### src/rtl/round_pipe.sv
// Two-stage rounding unit: narrows an IN_W-bit magnitude to OUT_W bits under RNE/RZ/RDN/RUP,
// with carry-correct increment, optional saturation, per-beat and sticky flags, valid/ready flow.
module round_pipe #(
    parameter int IN_W  = 38,
    parameter int OUT_W = 19,
    parameter bit SAT   = 1'b1
) (
    input  logic             clk,
    input  logic             reset_n,
    input  logic             in_valid,
    output logic             in_ready,
    input  logic [IN_W-1:0]  in_data,
    input  logic             in_sign,
    input  logic [1:0]       in_mode,
    output logic             out_valid,
    input  logic             out_ready,
    output logic [OUT_W-1:0] out_data,
    output logic             out_inexact,
    output logic             out_ovf,
    input  logic             flag_clr,
    output logic             flag_inexact_acc,
    output logic             flag_ovf_acc
);
    localparam int D = IN_W - OUT_W;

    typedef struct packed {
        logic [OUT_W-1:0] trunc;
        logic             inc;
        logic             inexact;
    } s1_t;

    typedef struct packed {
        logic [OUT_W-1:0] data;
        logic             inexact;
        logic             ovf;
    } s2_t;

    logic [2:1]   vld_pipe;
    s1_t          s1_d, s1_q;
    s2_t          s2_d, s2_q;
    logic         s1_adv, s2_adv;
    logic         g, s;
    logic [OUT_W:0] sum;

    assign s2_adv   = ~vld_pipe[2] | out_ready;
    assign s1_adv   = ~vld_pipe[1] | s2_adv;
    assign in_ready = s1_adv;

    always_comb begin
        g             = in_data[D-1];
        s             = |in_data[D-2:0];
        s1_d.trunc    = in_data[IN_W-1:D];
        s1_d.inexact  = g | s;
        s1_d.inc      = 1'b0;
        unique case (in_mode)
            2'b00: s1_d.inc = g & (s | s1_d.trunc[0]);
            2'b01: s1_d.inc = 1'b0;
            2'b10: s1_d.inc = in_sign & (g | s);
            2'b11: s1_d.inc = ~in_sign & (g | s);
            default: s1_d.inc = 1'b0;
        endcase
    end

    // The extra top bit of sum catches the carry out of an all-ones trunc.
    always_comb begin
        sum          = {1'b0, s1_q.trunc} + {{OUT_W{1'b0}}, s1_q.inc};
        s2_d.ovf     = sum[OUT_W];
        s2_d.inexact = s1_q.inexact;
        s2_d.data    = (SAT && sum[OUT_W]) ? {OUT_W{1'b1}} : sum[OUT_W-1:0];
    end

    always_ff @(posedge clk or negedge reset_n) begin
        if (!reset_n) begin
            vld_pipe <= '0;
        end else begin
            if (s1_adv) vld_pipe[1] <= in_valid;
            if (s2_adv) vld_pipe[2] <= vld_pipe[1];
        end
    end

    always_ff @(posedge clk) begin
        if (s1_adv && in_valid)    s1_q <= s1_d;
        if (s2_adv && vld_pipe[1]) s2_q <= s2_d;
    end

    // A clear and a set in the same cycle leave the flag set.
    always_ff @(posedge clk or negedge reset_n) begin
        if (!reset_n) begin
            flag_inexact_acc <= 1'b0;
            flag_ovf_acc     <= 1'b0;
        end else begin
            flag_inexact_acc <= (flag_inexact_acc & ~flag_clr) | (out_valid & out_ready & s2_q.inexact);
            flag_ovf_acc     <= (flag_ovf_acc & ~flag_clr)     | (out_valid & out_ready & s2_q.ovf);
        end
    end

    assign out_valid   = vld_pipe[2];
    assign out_data    = s2_q.data;
    assign out_inexact = s2_q.inexact;
    assign out_ovf     = s2_q.ovf;
endmodule

### config.mk
export PLATFORM = sky130hd
export DESIGN_NAME = round_pipe
export DESIGN_NICKNAME = d
export VERILOG_FILES = /design/src/rtl/round_pipe.sv
export SDC_FILE = /design/constraint.sdc
export NUM_CORES = 1
export LEC_CHECK = 0
export BUFFER_PORTS_ARGS = -buffer_cell sky130_fd_sc_hd__buf_2
export CAP_MARGIN = 5
export CORE_AREA = 4 4 70 72
export DETAILED_ROUTE_END_ITERATION = 10
export DIE_AREA = 0 0 74 76
export PLACE_DENSITY_LB_ADDON = 0.1
export SYNTH_ARGS = -nofsm -noshare
export SYNTH_HDL_FRONTEND = slang
export SYNTH_SLANG_ARGS = --single-unit
### constraint.sdc
create_clock -name clk -period 1.97 [get_ports clk]
set_input_delay 0.0985 -clock clk [delete_from_list [all_inputs] [get_ports clk]]
set_output_delay 0.0985 -clock clk [all_outputs]
set_load 0.005 [all_outputs]
# After elaboration in Yosys (flattened, before gate mapping)
# Index checks and enable logic that the tools add are counted.
dict set report word_totals {
  register_bits 46
  output_inout_bits 25
}
dict set report classes {
  add_sub_neg 1
  eq_ne 3
  mux 1
  n_bitwise 18
  n_reduce_logical 4
}
# operator count
set op_table {}
lappend op_table {{19-bit by 1-bit adder with 20-bit output} 1}
lappend op_table {{18-bit OR reduction} 1}
lappend op_table {{1-bit bitwise AND} 8}
lappend op_table {{1-bit bitwise OR} 6}
lappend op_table {{2-bit equality test (second input constant)} 2}
lappend op_table {{1-bit NOT} 4}
lappend op_table {{1-bit one-hot mux with 4 select lines} 1}
lappend op_table {{2-bit by 1-bit equality test with 1-bit output (second input constant)} 1}
lappend op_table {{1-bit logical AND} 2}
lappend op_table {{2-bit zero test} 1}

# Logic depth before layout (Yosys ltp)
# Gate-level depths: netlist (run 1).
dict set report depth {
  depth_word 4
  depth_mapped 7
  mapped_depth_nobuf 6
}

# Least setup slack after synthesis (run 1)
# Ideal clock, no wire load.
dict set report synth_timing {
  kind {register to register}
  start {reg s1_q[1] (netlist name)}
  end {reg s2_q, in the netlist out_data[14], data pin}
  arrival_time_ps 1432
  t_required_ps 1715
  setup_slack_ps 283
  path_stages_with_launch 8
  synth_period_minus_slack_ps 1687
  cell_sequence {edfxtp_1 > ha_1 > ha_1 > and4_1 > clkbuf_1 > nand4_1 > xor2_1 > nand2_1}
}
dict set report synth_via {
  elab_chain_cells 1
}
# element line_no
set synth_lines {}
lappend synth_lines {{from (decl)} 39} ;# s1_t s1_d, s1_q;
lappend synth_lines {{from (signal assigned)} 82} ;# if (s1_adv && in_valid) s1_q <= s1_d;
lappend synth_lines {{19-bit by 1-bit adder with 20-bit output} 66} ;# sum = {1'b0, s1_q.trunc} + {{OUT_W{1'b0}}, s1_q.inc};
lappend synth_lines {{to (signal assigned)} 83} ;# if (s2_adv && vld_pipe[1]) s2_q <= s2_d;
lappend synth_lines {{to (decl)} 40} ;# s2_t s2_d, s2_q;
# No other way between the ends.
# A chain may end at the register's enable or synchronous reset.

# Worst setup path in the final report (run 1)
# Ends and elaborated chain as after synthesis.

==> flow_summary.yaml, run 1 <==
status:
  outcome: "completed"
synth:
  postSynthCellCount: 147
  synth_area_leader_cell: "edfxtp_1"
  synthesis.area_sq_um: 2020
  syn_area_per_cell_sq_um: 13.7
  async_reset_ff_share_pct: 8.70
  synth_cell_type_count: 36
  synth-seq-cells: 46
  yosysSeqAreaShare_pct: 67.5
  synth_top_cell_area_share_pct: 62.5
  yosysWarnings: 0
  yosys-top-cells-area: "edfxtp_1 (63%), dfrtp_1 (5.0%), xor2_1 (3.0%)"
  synth_edf_count: 42
  synthFlopType: "edfxtp_1"
  syn-num-nets: 195
min_path:
  min_path_cells: 3
  min_to: "flag_inexact_acc"
  hold_start: "out_ready"
  hold_class: "in -> reg"
final_layout:
  final_core_util_pct: 64.3
  drive_above_1_share_pct: 36.6
  finalNetCount: 293
  final_area_sq_um: 2760
  syn_to_final_growth_pct: 36.8
  final_cell_mix: "buf_2 (70), edfxtp_1 (42), dlygate4sd3_1 (22)"
  fillers: 349
  antenna_cells: 0
  mostFrequentLayoutCell: "buf_2"
cts:
  numCtsBuffers: 5
  cts_root_buf: "clkbuf_8"
  htreeDepth: 2
  clockBufferDepth: 2
  clkLatencyLatePin_ns: 0.29
  clk_pin_slew_ns: 0.08
  cts_repair_resize_count: 0
  cts_tree: "yes"
  clock-sinks: 46
setup_path:
  critical_path_class: "reg -> reg"
  crit_buf_inv: 0
  path_max_fanout: 6
  required_ns: 2.01
  arrival_ns: 1.82
  worstReg2RegEnd: "out_data[14]"
  crit_chain: "ha_1, ha_1, and4_1, nand4_1, xor2_1, nand2_1"
  critPathMaxStageDelay_ns: 0.37
  r2r_cells: 6
  reg2reg_from: "s1_q[1]"
  worst_path_max_delay_cell: "edfxtp_1"
  cp-end-kind: "flip-flop"
  reg2reg_slack_ns: 0.19
  critPathTopFamily: "simple AND/OR/NAND/NOR gates"
  start_kind: "flip-flop"
  path_common_cell: "ha_1"
place:
  dp_hpwl_um: 3070
  routabilityCongestion: 0.880
  dp_slack_ns: 0.205
  place.port_buffers: 70
  dpl_cell_area_sq_um: 2420
pwr:
  max-vdd-ir-drop_mv: 0.509
  p_per_area_nw_per_um2: 767
  leakagePower_nw: 1.11
floorplan:
  chipWidth_um: 74
  fp.dieH_um: 76
  dieArea_sq_um: 5620
  start_util_pct: 47.0
  io_pins: 71
  coreArea_sq_um: 4290
  num_rows: 24
flow_run:
  max-cap-violations: 0
routing:
  post_drt_wl_per_cell_um: 13.9
  firstDrtPassIters: 4
  drt-initial-drc-count: 74
  vias_per_cell: 5.06
  vias: 1507
  drcViolationCount: 0
  wirelength_um: 4150
  ant_nets: 0
global_routing:
  grt_max_degree: 22
  grt_overflow: 0
  grt_usage_pct: 16.2
  grt_pass1_vias: 1571
  antenna_found_initial: 0
  grt_pass1_wl_um: 7070
timing:
  clock_skew_ns: 0.00687
  grt_setup_unrepaired: "false"
  fin_crit_ns: 1.78
  max_freq_mhz: 560
  hold_violations: 0
  setup_tns_ns: 0
  drv_slew: 0
  worst_slew_pin_slew_ns: 0.364
  fin_ws_ns: 0.186
  maxSlewHeadroom_pct: 75.6
  holdWs_ns: 0.0831
  finalSetupViolations: 0
  period_share_pct: 90.6
cell usage after synthesis (3+ instances only):
cell,instances
edfxtp_1,42
nand2_1,16
nand3_1,8
nand4_1,7
xor2_1,7
nor2_1,5
nor4_1,5
a21oi_1,4
dfrtp_1,4
inv_1,4
o21ai_0,4
and3_1,3
and4_1,3
nand2b_1,3
report_power, final:
part	switching (mW)	internal [mW]
Combinational	0.104	0.125
Clock	0.283	0.413
Sequential	0.0416	1.15
logic make-up (layout without fill, tap and decap cells):
group | count (synthesis) | after routing | share of synthesized area, %
AOI/OAI and AO/OA | 14 | 14 | 4.34
xor gates and xnor gates | 9 | 9 | 3.91
adders and majority gates | 2 | 2 | 1.24
buffers and inverters | 8 | 107 | 2.29
DFF | 46 | 46 | 67.5
muxes | 3 | 3 | 1.55
and+or+nand+nor | 65 | 65 | 19.2
what timing repair did:
action,CTS,global route
endpoints found under the hold margin,26,0
buffers inserted,0,0
hold buffers,22,0
setup endpoints to repair,0,0
layout make-up:
cell class	instances	area (sq um)	share of cell area, %
Timing Repair Buffer	95	593	21.5
Inverter	4	15.0	0.544
Multi-Input combinational cell	93	609	22.1
Tap cell	52	65.1	2.36
Clock buffer	7	86.3	3.13
Sequential cell	46	1360	49.3
Clock inverter	1	30.0	1.09
worst reg2reg max path: cells and delay by family, from the launching register on:
family	cells	cell delay, ns
flip-flops	1	0.37
XOR/XNOR	1	0.17
AND/OR/NAND/NOR	3	0.50
adder cells (fa/ha/maj)	2	0.49
layer usage:
layer,vias to the layer above,global-route usage [%],wire length (um)
met5,-,0,0
met1,695,19.9,1660
met2,56,27.4,2160
met4,0,4.35,26
met3,2,4.75,297
li1,754,-,-
stage by stage:
stage,cells,power [mW]
2_1_floorplan,147,1.29
3_3_place_gp,268,1.40
3_5_place_dp,268,1.41
4_1_cts,298,2.15
5_1_grt,298,2.22
6_report,298,2.12
sequential cells by signal, indices dropped and copies added (netlist names):
register,flops
out_inexact,1
out_data,19
out_ovf,1
flag_inexact_acc,1
flag_ovf_acc,1
s1_q,21
vld_pipe,2
how the worst max path moves through the flow:
stage,startpoint,end,cells past startpoint
floorplan,s1_q[1],out_data[14],7
global placement,s1_q[1],out_data[4],5
detailed placement,s1_q[2],out_data[16],6
CTS,s1_q[1],out_data[14],6
global route,s1_q[2],out_data[16],6
finish,s1_q[1],out_data[14],6
(Power assumes the default switching activity.)
==> run 2, diff against run 1 <==
Settings changed: CTS_BUF_LIST set to sky130_fd_sc_hd__clkbuf_4 sky130_fd_sc_hd__clkbuf_8 sky130_fd_sc_hd__clkbuf_16.
==> run 2 against run 1 <==
Net effect:
- first-iteration DRC count decreased by 9.5%
- flip-flop and latch count unchanged
- final area decreased by 0.23%
- via count decreased by 0.46%
- maximum frequency decreased by 0.67%
- clock-buffer cell count unchanged
- global-route usage decreased by 0.077 points
- critical path type unchanged
- highest routed layer unchanged
==> flow_summary.yaml, run 2 (synthesis results as in run 1) <==
status:
  outcome: "completed"
floorplan:
  io_pins: 71
  coreArea_sq_um: 4290
  chipWidth_um: 74
  fp.dieH_um: 76
  num_rows: 24
  start_util_pct: 47.0
  dieArea_sq_um: 5620
final_layout:
  antenna_cells: 0
  final_cell_mix: "buf_2 (70), edfxtp_1 (42), dlygate4sd3_1 (21)"
  mostFrequentLayoutCell: "buf_2"
  largest_register_ff_count: 21
  syn_to_final_growth_pct: 36.5
  final_area_sq_um: 2750
  finalNetCount: 292
  finalNonFillerCells: 297
  largest_register: "s1_q"
  fillers: 352
  drive_above_1_share_pct: 37.1
timing:
  period_share_pct: 91.2
  finalSetupViolations: 0
  clock_skew_ns: 0.0110
  worst_slew_pin_slew_ns: 0.364
  fin_crit_ns: 1.80
  grt_setup_unrepaired: "false"
  max_freq_mhz: 557
  setup_tns_ns: 0
  hold_violations: 0
  maxSlewHeadroom_pct: 75.6
  drv_slew: 0
place:
  routabilityCongestion: 0.880
  place.port_buffers: 70
  dpl_cell_area_sq_um: 2420
  dp_hpwl_um: 3070
  dp.cells: 268
setup_path:
  critPathMaxStageDelay_ns: 0.33
  path_common_cell: "ha_1"
  arrival_ns: 1.83
  cp-end-kind: "flip-flop"
  required_ns: 2.00
  r2r_cells: 6
  crit_chain: "ha_1, ha_1, nand4_1, nor4_1, xnor2_1, nand2_1"
  path_max_fanout: 4
  worst_path_max_delay_cell: "edfxtp_1"
  critical_path_class: "reg -> reg"
  start_kind: "flip-flop"
routing:
  vias: 1500
  vias_per_cell: 5.05
  ant_nets: 0
  drt-initial-drc-count: 67
  firstDrtPassIters: 4
  drcViolationCount: 0
  post_drt_wl_per_cell_um: 14.0
  wirelength_um: 4160
cts:
  clockBufferDepth: 2
  numCtsBuffers: 5
  cts_repair_resize_count: 0
  clk_pin_slew_ns: 0.08
  cts_tree: "yes"
  clkLatencyLatePin_ns: 0.29
  clock-sinks: 46
  htreeDepth: 2
  cts_root_buf: "clkbuf_8"
pwr:
  p_per_area_nw_per_um2: 775
  p_total_mw: 2.13
  leakagePower_nw: 1.11
  max-vdd-ir-drop_mv: 0.491
flow_run:
  max-cap-violations: 0
global_routing:
  grt_overflow: 0
  grt_pass1_wl_um: 7050
  antenna_found_initial: 0
  grt_usage_pct: 16.1
  grt_max_degree: 22
  grt_pass1_vias: 1556
min_path:
  min_path_cells: 2
  hold_class: "in -> reg"
## run 2: stage by stage
stage / setup WS (ns) / hold WS (ns) / util [%]
after floorplan: 0.283 / -0.197 / -
after global placement: 0.275 / -0.0964 / 56.4
after detailed placement: 0.205 / -0.0937 / 56.4
after CTS: 0.173 / 0.000854 / 64.1
after global routing: 0.0596 / 0.0102 / 64.1
final: 0.174 / 0.00310 / 64.1
## run 2: cell type report
| class | count | area [sq um] | share of cell area, % |
|---|---|---|---|
| clock inverter | 1 | 30.0 | 1.09 |
| multi-input combinational | 93 | 609 | 22.1 |
| inverter | 4 | 15.0 | 0.545 |
| sequential | 46 | 1360 | 49.4 |
| timing repair buffer | 94 | 583 | 21.2 |
| clock buffer | 7 | 90.1 | 3.27 |
| tap | 52 | 65.1 | 2.36 |
## run 2: per-layer routing
| metal | vias up | global-route usage [%] | wire (um) |
|---|---|---|---|
| met1 | 680 | 19.7 | 1670 |
| met2 | 60 | 27.2 | 2110 |
| li1 | 754 | - | - |
| met3 | 6 | 4.22 | 309 |
| met5 | - | 0 | 0 |
| met4 | 0 | 5.43 | 74 |
## run 2: worst paths after layout
check | startpoint | endpoint | slack, ns
max | s1_q[1] | out_data[16] | 0.17
min | in_valid | vld_pipe[1] | 0.003
max reg2reg | s1_q[1] | out_data[16] | 0.17
min reg2reg | s1_q[0] | out_inexact | 0.42
max in group asynchronous | reset_n | flag_inexact_acc | 1.69
min in group asynchronous | reset_n | flag_ovf_acc | 0.17
## run 2: critical path: cells and delay by family, from the launching register on
family / cells / cell delay, ns
xor+xnor: 1 / 0.19
fa+ha+maj: 2 / 0.45
flops: 1 / 0.33
simple gates: 3 / 0.57
## run 2: where the power goes
part	internal (mW)	switching, mW
registers	1.15	0.0419
logic	0.123	0.103
clock network	0.427	0.289
total	1.70	0.434
## run 2: timing repair
item	in CTS	in global routing
setup buffers	0	0
hold buffers	21	0
endpoints found under the hold margin	24	0
setup endpoints to repair	0	0
==> run 3, diff against run 2 <==
Settings changed: CAP_MARGIN 5 to not set, CORE_AREA 4 4 70 72 to 4 4 81 83, DIE_AREA 0 0 74 76 to 0 0 85 87, SETUP_SLACK_MARGIN set to 0.4.
==> run 3 against run 2 <==
Net effect:
- core utilization down 12 points
- cell count grew 17%
- combinational power up 27%
- register-to-register slack gained 0.17 ns
- clock skew is 0.0056 ns lower
- sequential share of layout area decreased by 5.2 points
- setup slack better by 0.17 ns
- critical path depth shrank 2
- final area is 12% higher
- largest cell class unchanged
- highest routed layer unchanged
==> flow_summary.yaml, run 3 (synthesis results as in run 1) <==
cts:
  clkLatencyLatePin_ns: 0.30
  cts_tree: "yes"
  numCtsBuffers: 5
  clock-sinks: 46
  cts_root_buf: "clkbuf_8"
  htreeDepth: 2
  clk_pin_slew_ns: 0.08
  clockBufferDepth: 2
floorplan:
  io_pins: 71
  fp.dieH_um: 87
  start_util_pct: 34.5
  coreArea_sq_um: 5850
  num_rows: 28
  dieArea_sq_um: 7400
  chipWidth_um: 85
final_layout:
  mostFrequentLayoutCell: "buf_2"
  largest_register_ff_count: 21
  drive_above_1_share_pct: 49.3
  multi_input_comb_area_sq_um: 713
  fillers: 510
  syn_to_final_growth_pct: 52.6
  regArea_sq_um: 1360
  finalNetCount: 319
  largest_register: "s1_q"
  finalNonFillerCells: 347
  final_cell_mix: "buf_2 (70), edfxtp_1 (42), buf_4 (28)"
  antenna_cells: 0
timing:
  grt_setup_unrepaired: "true"
  maxSlewHeadroom_pct: 79.5
  period_share_pct: 82.7
  drv_slew: 0
  max_freq_mhz: 614
  hold_violations: 0
  fin_crit_ns: 1.63
  setup_tns_ns: 0
  holdWs_ns: 0.0705
  clock_skew_ns: 0.00535
  finalSetupViolations: 0
  worst_slew_pin_slew_ns: 0.306
setup_path:
  arrival_ns: 1.68
  path_max_fanout: 4
  crit_path_start: "s1_q[9]"
  critical_path_class: "reg -> reg"
  cp-end-kind: "flip-flop"
  required_ns: 2.02
  start_kind: "flip-flop"
  reg2reg_from: "s1_q[9]"
routing:
  ant_nets: 0
  vias: 1644
  post_drt_wl_per_cell_um: 13.5
  wl_met3_um: 337
  drt-initial-drc-count: 50
  wirelength_met1_um: 1860
  firstDrtPassIters: 4
  top_layer_used: "met4"
  route.met2.wl_um: 2380
  vias_per_cell: 4.74
  drcViolationCount: 0
  wirelength_um: 4700
global_routing:
  grt_overflow: 0
  grt_pass1_wl_um: 7400
  grt_max_degree: 22
  antenna_found_initial: 0
  grt_usage_pct: 12.8
  grt_pass1_vias: 1661
pwr:
  pwr-share-seq_pct: 54.6
  switching_power_mw: 0.471
  pwr-share-comb_pct: 13.2
  intPower_mw: 1.70
  p_total_mw: 2.17
  p_per_area_nw_per_um2: 705
  p_sw_share_pct: 21.7
  pwr-share-clk_pct: 32.3
  leakagePower_nw: 1.25
  max-vdd-ir-drop_mv: 0.368
status:
  outcome: "completed"
min_path:
  hold_class: "in -> reg"
  hold_start: "out_ready"
place:
  place.port_buffers: 70
  routabilityCongestion: 0.786
  dp_hpwl_um: 3200
  dp.cells: 291
flow_run:
  max-cap-violations: 0
run 3: metrics by stage:
stage | util, % | cell area (sq um) | setup slack (ns)
3_5_place_dp | 42.3 | 2480 | 0.220
3_3_place_gp | 42.3 | 2480 | 0.282
6_report | 52.6 | 3080 | 0.341
2_1_floorplan | - | 2040 | 0.414
4_1_cts | 50.9 | 2980 | 0.374
5_1_grt | 52.6 | 3080 | 0.291
run 3: path summary, 6_finish.rpt:
kind | depth (start not counted) | endpoint | slack (ns)
setup / recovery | 4 | out_data[16] | 0.34
hold / removal | 3 | flag_inexact_acc | 0.07
setup reg to reg | 4 | out_data[16] | 0.34
hold reg to reg | 0 | out_inexact | 0.43
max in group asynchronous | 2 | flag_inexact_acc | 1.70
min in group asynchronous | 2 | vld_pipe[1] | 0.15
run 3: layout make-up:
class                           count  area share, %
Clock buffer                        6           2.48
Clock inverter                      2           1.22
Inverter                            4          0.488
Multi-Input combinational cell     94           23.2
Sequential cell                    46           44.2
Tap cell                           75           3.05
Timing Repair Buffer              120           25.4
run 3: power by group through the flow:
stage	logic [mW]	clock network, mW	registers [mW]
5_1_grt	0.316	0.772	1.19
2_1_floorplan	0.0872	0	1.21
3_5_place_dp	0.206	0	1.21
3_3_place_gp	0.202	0	1.21
4_1_cts	0.265	0.725	1.19
6_report	0.286	0.700	1.19
run 3: layer usage:
metal	track usage [%]	vias to the layer above
met4	5.47	0
met1	15.4	747
met2	21.9	76
met5	0	-
met3	3.31	11
li1	-	810
run 3: critical path, cell delays in order (launching register included):
cell and delay (ns):
edfxtp_1 0.42, nand4_1 0.27, nor4_2 0.43, xnor2_1 0.18, nand2_1 0.08
run 3: timing repair:
item                                    4_1_cts  5_1_grt
hold buffers                                 22        0
hold endpoints to repair                     25        0
resized for setup                            15        7
pin swaps                                    13        5
gates cloned                                  1        0
buffers inserted                             15       10
endpoints found under the setup margin       18       18
